==> src/rtl/calc_cmd_issuer.sv <==
// ---------------------------------------------------------------------------
// calc_cmd_issuer
//
// Command-side front end for the combinational calculator datapath.
// Requests are queued in a DEPTH-entry FIFO, popped one at a time into a
// command register, driven onto the calculator for two cycles (ISSUE then
// CAPTURE), and answered in acceptance order with a tagged response.
//
// Ports
//   calc_clock, calc_rst_n        clock (rising edge), async active-low reset
//   cmd_valid/cmd_ready           request channel
//   cmd_opcode/op1/op2/sel/tag    request payload (1=SUM 2=MULT 3=SUB 4=SQRT)
//   rsp_valid/rsp_ready           response channel
//   rsp_data/rsp_err/rsp_tag      response payload (data is 0 when err=1)
//   calc_opcode/op_in1/op_in2/op_in_sel   to calculator (zero when not issuing)
//   calc_result, calc_valid_res   from calculator (result registered inside it,
//                                 valid_res combinational, low on overflow)
//   busy                          FSM not idle or FIFO not empty
//   count                         FIFO occupancy
//
// Handshake: a transfer happens on a rising edge where valid && ready are both
// high. A source holds its payload stable while valid is high and ready is low;
// here rsp_valid and its payload are all register outputs, and cmd_ready depends
// only on registered occupancy (no combinational path from cmd_valid).
// ---------------------------------------------------------------------------
module calc_cmd_issuer #(
    parameter int DW    = 32,
    parameter int DEPTH = 4,
    parameter int TW    = 4
) (
    input  logic                     calc_clock,
    input  logic                     calc_rst_n,

    input  logic                     cmd_valid,
    output logic                     cmd_ready,
    input  logic [2:0]               cmd_opcode,
    input  logic [DW-1:0]            cmd_op1,
    input  logic [DW-1:0]            cmd_op2,
    input  logic                     cmd_sel,
    input  logic [TW-1:0]            cmd_tag,

    output logic                     rsp_valid,
    input  logic                     rsp_ready,
    output logic [2*DW-1:0]          rsp_data,
    output logic                     rsp_err,
    output logic [TW-1:0]            rsp_tag,

    output logic [2:0]               calc_opcode,
    output logic [DW-1:0]            calc_op_in1,
    output logic [DW-1:0]            calc_op_in2,
    output logic                     calc_op_in_sel,
    input  logic [2*DW-1:0]          calc_result,
    input  logic                     calc_valid_res,

    output logic                     busy,
    output logic [$clog2(DEPTH):0]   count
);

    localparam int AW = $clog2(DEPTH);
    localparam int CW = AW + 1;
    // FIFO entry layout: {opcode, op1, op2, sel, tag}
    localparam int EW = 3 + 2*DW + 1 + TW;

    typedef enum logic [1:0] {
        IDLE    = 2'd0,
        ISSUE   = 2'd1,
        CAPTURE = 2'd2,
        RESP    = 2'd3
    } state_t;

    // ------------------------------------------------------------------
    // FIFO
    // ------------------------------------------------------------------
    logic [EW-1:0] mem_q [DEPTH];
    logic [AW-1:0] wr_ptr_q, wr_ptr_d;
    logic [AW-1:0] rd_ptr_q, rd_ptr_d;
    logic [CW-1:0] count_q, count_d;
    logic          push;
    logic          pop;

    logic [EW-1:0]   head;
    logic [2:0]      head_opcode;
    logic [DW-1:0]   head_op1;
    logic [DW-1:0]   head_op2;
    logic            head_sel;
    logic [TW-1:0]   head_tag;
    logic            head_legal;

    // ------------------------------------------------------------------
    // FSM and command/response registers
    // ------------------------------------------------------------------
    state_t          state_q, state_d;
    logic [2:0]      opcode_q, opcode_d;
    logic [DW-1:0]   op1_q, op1_d;
    logic [DW-1:0]   op2_q, op2_d;
    logic            sel_q, sel_d;
    logic [TW-1:0]   tag_q, tag_d;
    logic            ok_q, ok_d;
    logic [2*DW-1:0] data_q, data_d;
    logic            err_q, err_d;

    // Ready is held low while reset is asserted so nothing is accepted into a
    // FIFO that is being flushed.
    assign cmd_ready = calc_rst_n && (count_q != CW'(DEPTH));
    assign push      = cmd_valid && cmd_ready;
    assign pop       = (state_q == IDLE) && (count_q != '0);

    assign head = mem_q[rd_ptr_q];
    assign {head_opcode, head_op1, head_op2, head_sel, head_tag} = head;
    assign head_legal = (head_opcode != 3'd0) && (head_opcode <= 3'd4);

    always_comb begin
        wr_ptr_d = wr_ptr_q;
        rd_ptr_d = rd_ptr_q;
        count_d  = count_q;
        if (push) begin
            wr_ptr_d = wr_ptr_q + AW'(1);
        end
        if (pop) begin
            rd_ptr_d = rd_ptr_q + AW'(1);
        end
        // Simultaneous push and pop leaves occupancy unchanged.
        case ({push, pop})
            2'b10:   count_d = count_q + CW'(1);
            2'b01:   count_d = count_q - CW'(1);
            default: count_d = count_q;
        endcase
    end

    // Storage is not reset: the pointers and count define which entries are live.
    always_ff @(posedge calc_clock) begin
        if (push) begin
            mem_q[wr_ptr_q] <= {cmd_opcode, cmd_op1, cmd_op2, cmd_sel, cmd_tag};
        end
    end

    always_ff @(posedge calc_clock or negedge calc_rst_n) begin
        if (!calc_rst_n) begin
            wr_ptr_q <= '0;
            rd_ptr_q <= '0;
            count_q  <= '0;
        end else begin
            wr_ptr_q <= wr_ptr_d;
            rd_ptr_q <= rd_ptr_d;
            count_q  <= count_d;
        end
    end

    // ------------------------------------------------------------------
    // FSM next-state and outputs
    // ------------------------------------------------------------------
    always_comb begin
        state_d        = state_q;
        opcode_d       = opcode_q;
        op1_d          = op1_q;
        op2_d          = op2_q;
        sel_d          = sel_q;
        tag_d          = tag_q;
        ok_d           = ok_q;
        data_d         = data_q;
        err_d          = err_q;
        calc_opcode    = 3'd0;
        calc_op_in1    = '0;
        calc_op_in2    = '0;
        calc_op_in_sel = 1'b0;
        rsp_valid      = 1'b0;

        case (state_q)
            IDLE: begin
                if (pop) begin
                    opcode_d = head_opcode;
                    op1_d    = head_op1;
                    op2_d    = head_op2;
                    sel_d    = head_sel;
                    tag_d    = head_tag;
                    if (head_legal) begin
                        state_d = ISSUE;
                    end else begin
                        // Illegal opcodes are answered directly; the
                        // calculator never sees them.
                        err_d   = 1'b1;
                        data_d  = '0;
                        state_d = RESP;
                    end
                end
            end
            ISSUE: begin
                calc_opcode    = opcode_q;
                calc_op_in1    = op1_q;
                calc_op_in2    = op2_q;
                calc_op_in_sel = sel_q;
                ok_d           = calc_valid_res;
                state_d        = CAPTURE;
            end
            CAPTURE: begin
                // Inputs stay identical so the calculator's registered result
                // and its combinational valid both describe this command.
                calc_opcode    = opcode_q;
                calc_op_in1    = op1_q;
                calc_op_in2    = op2_q;
                calc_op_in_sel = sel_q;
                err_d          = ~(ok_q & calc_valid_res);
                data_d         = err_d ? '0 : calc_result;
                state_d        = RESP;
            end
            RESP: begin
                rsp_valid = 1'b1;
                if (rsp_ready) begin
                    state_d = IDLE;
                end
            end
            default: begin
                state_d = IDLE;
            end
        endcase
    end

    always_ff @(posedge calc_clock or negedge calc_rst_n) begin
        if (!calc_rst_n) begin
            state_q  <= IDLE;
            opcode_q <= '0;
            op1_q    <= '0;
            op2_q    <= '0;
            sel_q    <= 1'b0;
            tag_q    <= '0;
            ok_q     <= 1'b0;
            data_q   <= '0;
            err_q    <= 1'b0;
        end else begin
            state_q  <= state_d;
            opcode_q <= opcode_d;
            op1_q    <= op1_d;
            op2_q    <= op2_d;
            sel_q    <= sel_d;
            tag_q    <= tag_d;
            ok_q     <= ok_d;
            data_q   <= data_d;
            err_q    <= err_d;
        end
    end

    assign rsp_data = data_q;
    assign rsp_err  = err_q;
    assign rsp_tag  = tag_q;
    assign busy     = (state_q != IDLE) || (count_q != '0);
    assign count    = count_q;

endmodule

==> config.mk <==
export PLATFORM = sky130hd
export DESIGN_NAME = calc_cmd_issuer
export DESIGN_NICKNAME = d
export VERILOG_FILES = /design/src/rtl/calc_cmd_issuer.sv
export SDC_FILE = /design/constraint.sdc
export NUM_CORES = 1
export LEC_CHECK = 0
export CORE_AREA = 3 3 225 227
export CTS_CLUSTER_SIZE = 40
export DETAILED_ROUTE_END_ITERATION = 8
export DIE_AREA = 0 0 228 230
export PLACE_DENSITY_LB_ADDON = 0.3
export SETUP_SLACK_MARGIN = 0.15
export SLEW_MARGIN = 20
export SYNTH_ARGS = -nofsm -noshare
export SYNTH_HDL_FRONTEND = slang
export SYNTH_SLANG_ARGS = --single-unit
==> constraint.sdc <==
create_clock -name calc_clock -period 5.25 [get_ports calc_clock]
set_input_delay 0.7875 -clock calc_clock [delete_from_list [all_inputs] [get_ports calc_clock]]
set_output_delay 0.7875 -clock calc_clock [all_outputs]
set_load 0.03 [all_outputs]
==> impl_results.md <==
- Register area: 12300 um^2
- Cell Count Post-Placement: around 2000
- CTS buffer count: roughly 50
- Busiest grt layer: met2
- Critical path's slowest cell: ha_2
- CTS tree: built
- Area delta synth->final: 30.8%
- Crit share post-route: 76.7%
- Max cap viols: 0
- Root Buffer: clkbuf_16
- # nets final: 1543
- Fin. max-slew vios: 0
- Ratio of cells with drive above 1 in the final layout: 12.6%
- Most common cell after layout, fill and taps aside: edfxtp_1
- Commonest cells after routing, fill and taps aside: edfxtp_1 (288), nand2_1 (284), clkdlybuf4s50_1 (282), dfrtp_1 (145), inv_1 (74)
- Status: finished, final reports clean
- Global-route wire length before repair: 63400 um
- Via/cell ratio: 4.59
- Grt ovf: 0
- Critical Path Start Type: register
- Grt met3 use: 5.28%
- CTS clock-pin slew for the worst setup and hold paths: ~60 ps
- Final Cell Area: around 22000 um^2
- Fmax: 248 MHz
- Reg2reg end: rsp_data[44]
- Minimum hold slack: 463 ps
- Setup CP Type: reg2out
- Max clock buf depth: 3
- Clock Latency Late Sink: 580 ps
- Slew HR: 28.2%
- Mapped Cells: 1092
- # clock sinks: 435
- Final setup viols: 0
- Worst hold endpoint: op2_q[18]
- Finished Layout Cells: about 2100
- Min cycle time layout: 4030 ps
- Flops & latches, synth: 435
- PostCTS Resize Cnt: 0
- Fillers: 4351
- RePlAce Congestion: between 0.8 and 0.9
- Syn_nets: ~1200
- Crit path max fanout: 44
- Post-synth cell types: 25
- WP buf/inv: 3
- Reg2reg start: rd_ptr_q[0]
- Total routed wirelength: 41400 um
- Largest net degree at the start of global routing: around 140
- Die height: 230 um
- Tightest Pin Transition: ~1100 ps
- H-tree levels: 2
- Setup tns final: 0 ps
- Area of the multi-input gates: 4150 um^2
- DRT Pass-1 Iters: 5
- Register area share after synthesis: between 70% and 80%
- Core Area: 48800 um^2
- Drt drc: 0
- PwrDens: 602 nW/um^2
- I/O pin count: between 200 and 300
- Port Buffers: 283
- Vias in the first global route: 10300
- Total of warnings raised by yosys: 0
- FF-to-FF path depth: 7
- Row Count: 81
- Syn Area/Cell: 15.5 um^2
- GR Util met2: between 20% and 30%
- Unrepaired setup endpoints after global routing: false
- Wire per inst: 19.7 um
- GRT Util Overall: around 16%
- Total number of vias: 9627
- Synth Cell Area: around 17000 um^2
- Tightest Hold Check Type: reg2reg
- R2r setup slk: 2240 ps
- Final Hold Viols: 0
- CP peak stage delay: 890 ps
- Worst path top cell family by delay: buffers and inverters
- Critical path arrival: approximately 3200 ps
- Initial antenna violation count: 7
- Hold path cells: 2
- Dpl hpwl: ~25000 um
- Die area: 52400 um^2
- Initial drt markers: slightly above 500
- VDD IR max: 0.435 mV
- Design Power: 13.4 mW
- Clk_skew: 23.8 ps
- Number of stages on the worst setup path: 5
- Cell area after placement: 20600 um^2
- Hold Startpoint: op2_q[18]
- Met1 usage: 20.7%
- CP Data Required Time: 4460 ps
- Crit end category: primary output
- Cells along the critical path: inv_1 > ha_2 > buf_4 > and2_1 > clkdlybuf4s50_1
- Die outline width: 228 um
- Initial Util: 34.7%
- Lkg Pwr: 8.51 nW
- Antenna viol nets, final: 0
repair_timing:
action / 4_1_cts / 5_1_grt
hold endpoints to repair: 5 / 0
buffers inserted: 0 / 0
hold buffers: 1 / 0
stage by stage:
stage | utilization [%] | setup slack [ps]
finish | 45.4 | 1220
global route | 45.4 | 929
CTS | 45.4 | 1030
detailed placement | 42.1 | 1660
global placement | 42.1 | 1740
floorplan | - | 1490
metal layers:
layer  vias to the layer above  wire length (um)
met3                        61              3400
met5                         -                72
met2                       334             19000
met1                      4797             18100
met4                        10               776
li1                       4425                 -
tightest hold or removal path: cells and delay by family, from the launching register on:
family / cells / cell delay, ps
flops: 1 / 330
simple gates: 2 / 100
cell usage after synthesis:
cell type	number	area share (%)
clkbuf_1	30	0.66
and2_1	69	2.5
o21ai_0	4	0.12
a21oi_1	2	0.059
and3_1	5	0.18
dfrtp_1	147	22
fa_1	1	0.12
buf_6	6	0.40
buf_1	8	0.18
nor2b_1	2	0.074
nand2_1	284	6.3
buf_2	9	0.27
mux2_2	1	0.066
nor3_1	1	0.029
mux4_2	72	9.6
edfxtp_1	288	51
nor2_1	1	0.022
inv_1	75	1.7
xor2_1	3	0.15
ha_1	10	0.74
xnor2_1	4	0.21
nor2_2	1	0.037
mux2i_1	67	4.0
a31oi_1	1	0.037
nand2b_1	1	0.037
power breakdown:
group,internal [mW],leakage [nW],switching (mW)
Sequential,4.39,4.52,0.445
Clock,1.94,0.769,1.39
Combinational,2.20,3.23,2.99
Total,8.53,8.51,4.83
worst max path at each step:
stage	start	to	slack, ps
finish	state_q[1]	calc_op_in2[19]	1220
global placement	state_q[1]	calc_op_in2[19]	1740
CTS	state_q[1]	calc_op_in2[19]	1030
floorplan	calc_rst_n	mem_q[0][0]	1490
detailed placement	state_q[1]	calc_op_in2[19]	1660
global route	state_q[1]	calc_op_in2[19]	930
cells by family (layout without fill, tap and decap cells):
| family | after synthesis | in the layout | synth area share (%) |
|---|---|---|---|
| other | 0 | 2 | 0 |
| XOR/XNOR | 7 | 7 | 0.361 |
| flip-flops | 435 | 435 | 72.6 |
| AO/OA/AOI/OAI | 7 | 7 | 0.214 |
| buffers and inverters | 128 | 468 | 3.16 |
| multiplexers | 140 | 140 | 13.6 |
| AND/OR/NAND/NOR | 364 | 364 | 9.21 |
| adder cells (fa/ha/maj) | 11 | 11 | 0.855 |
state kept, by name, indices dropped and copies added, names as in the netlist:
register  cells
rsp_err       1
rsp_data     64
opcode_q      3
ok_q          1
mem_q       288
state_q       2
wr_ptr_q      2
op2_q        32
rsp_tag       4
rd_ptr_q      2
sel_q         1
op1_q        32
count         3
cell type report:
type                       count  share of cell area (%)
clock buffer                  67                    6.16
sequential                   435                    55.6
antenna                        2                  0.0226
inverter                      75                    1.27
timing repair buffer         301                    13.5
multi-input combinational    529                    18.7
tap                          664                    3.74
clock inverter                25                   0.987
Note: power is estimated with default switching activity, not from simulation.
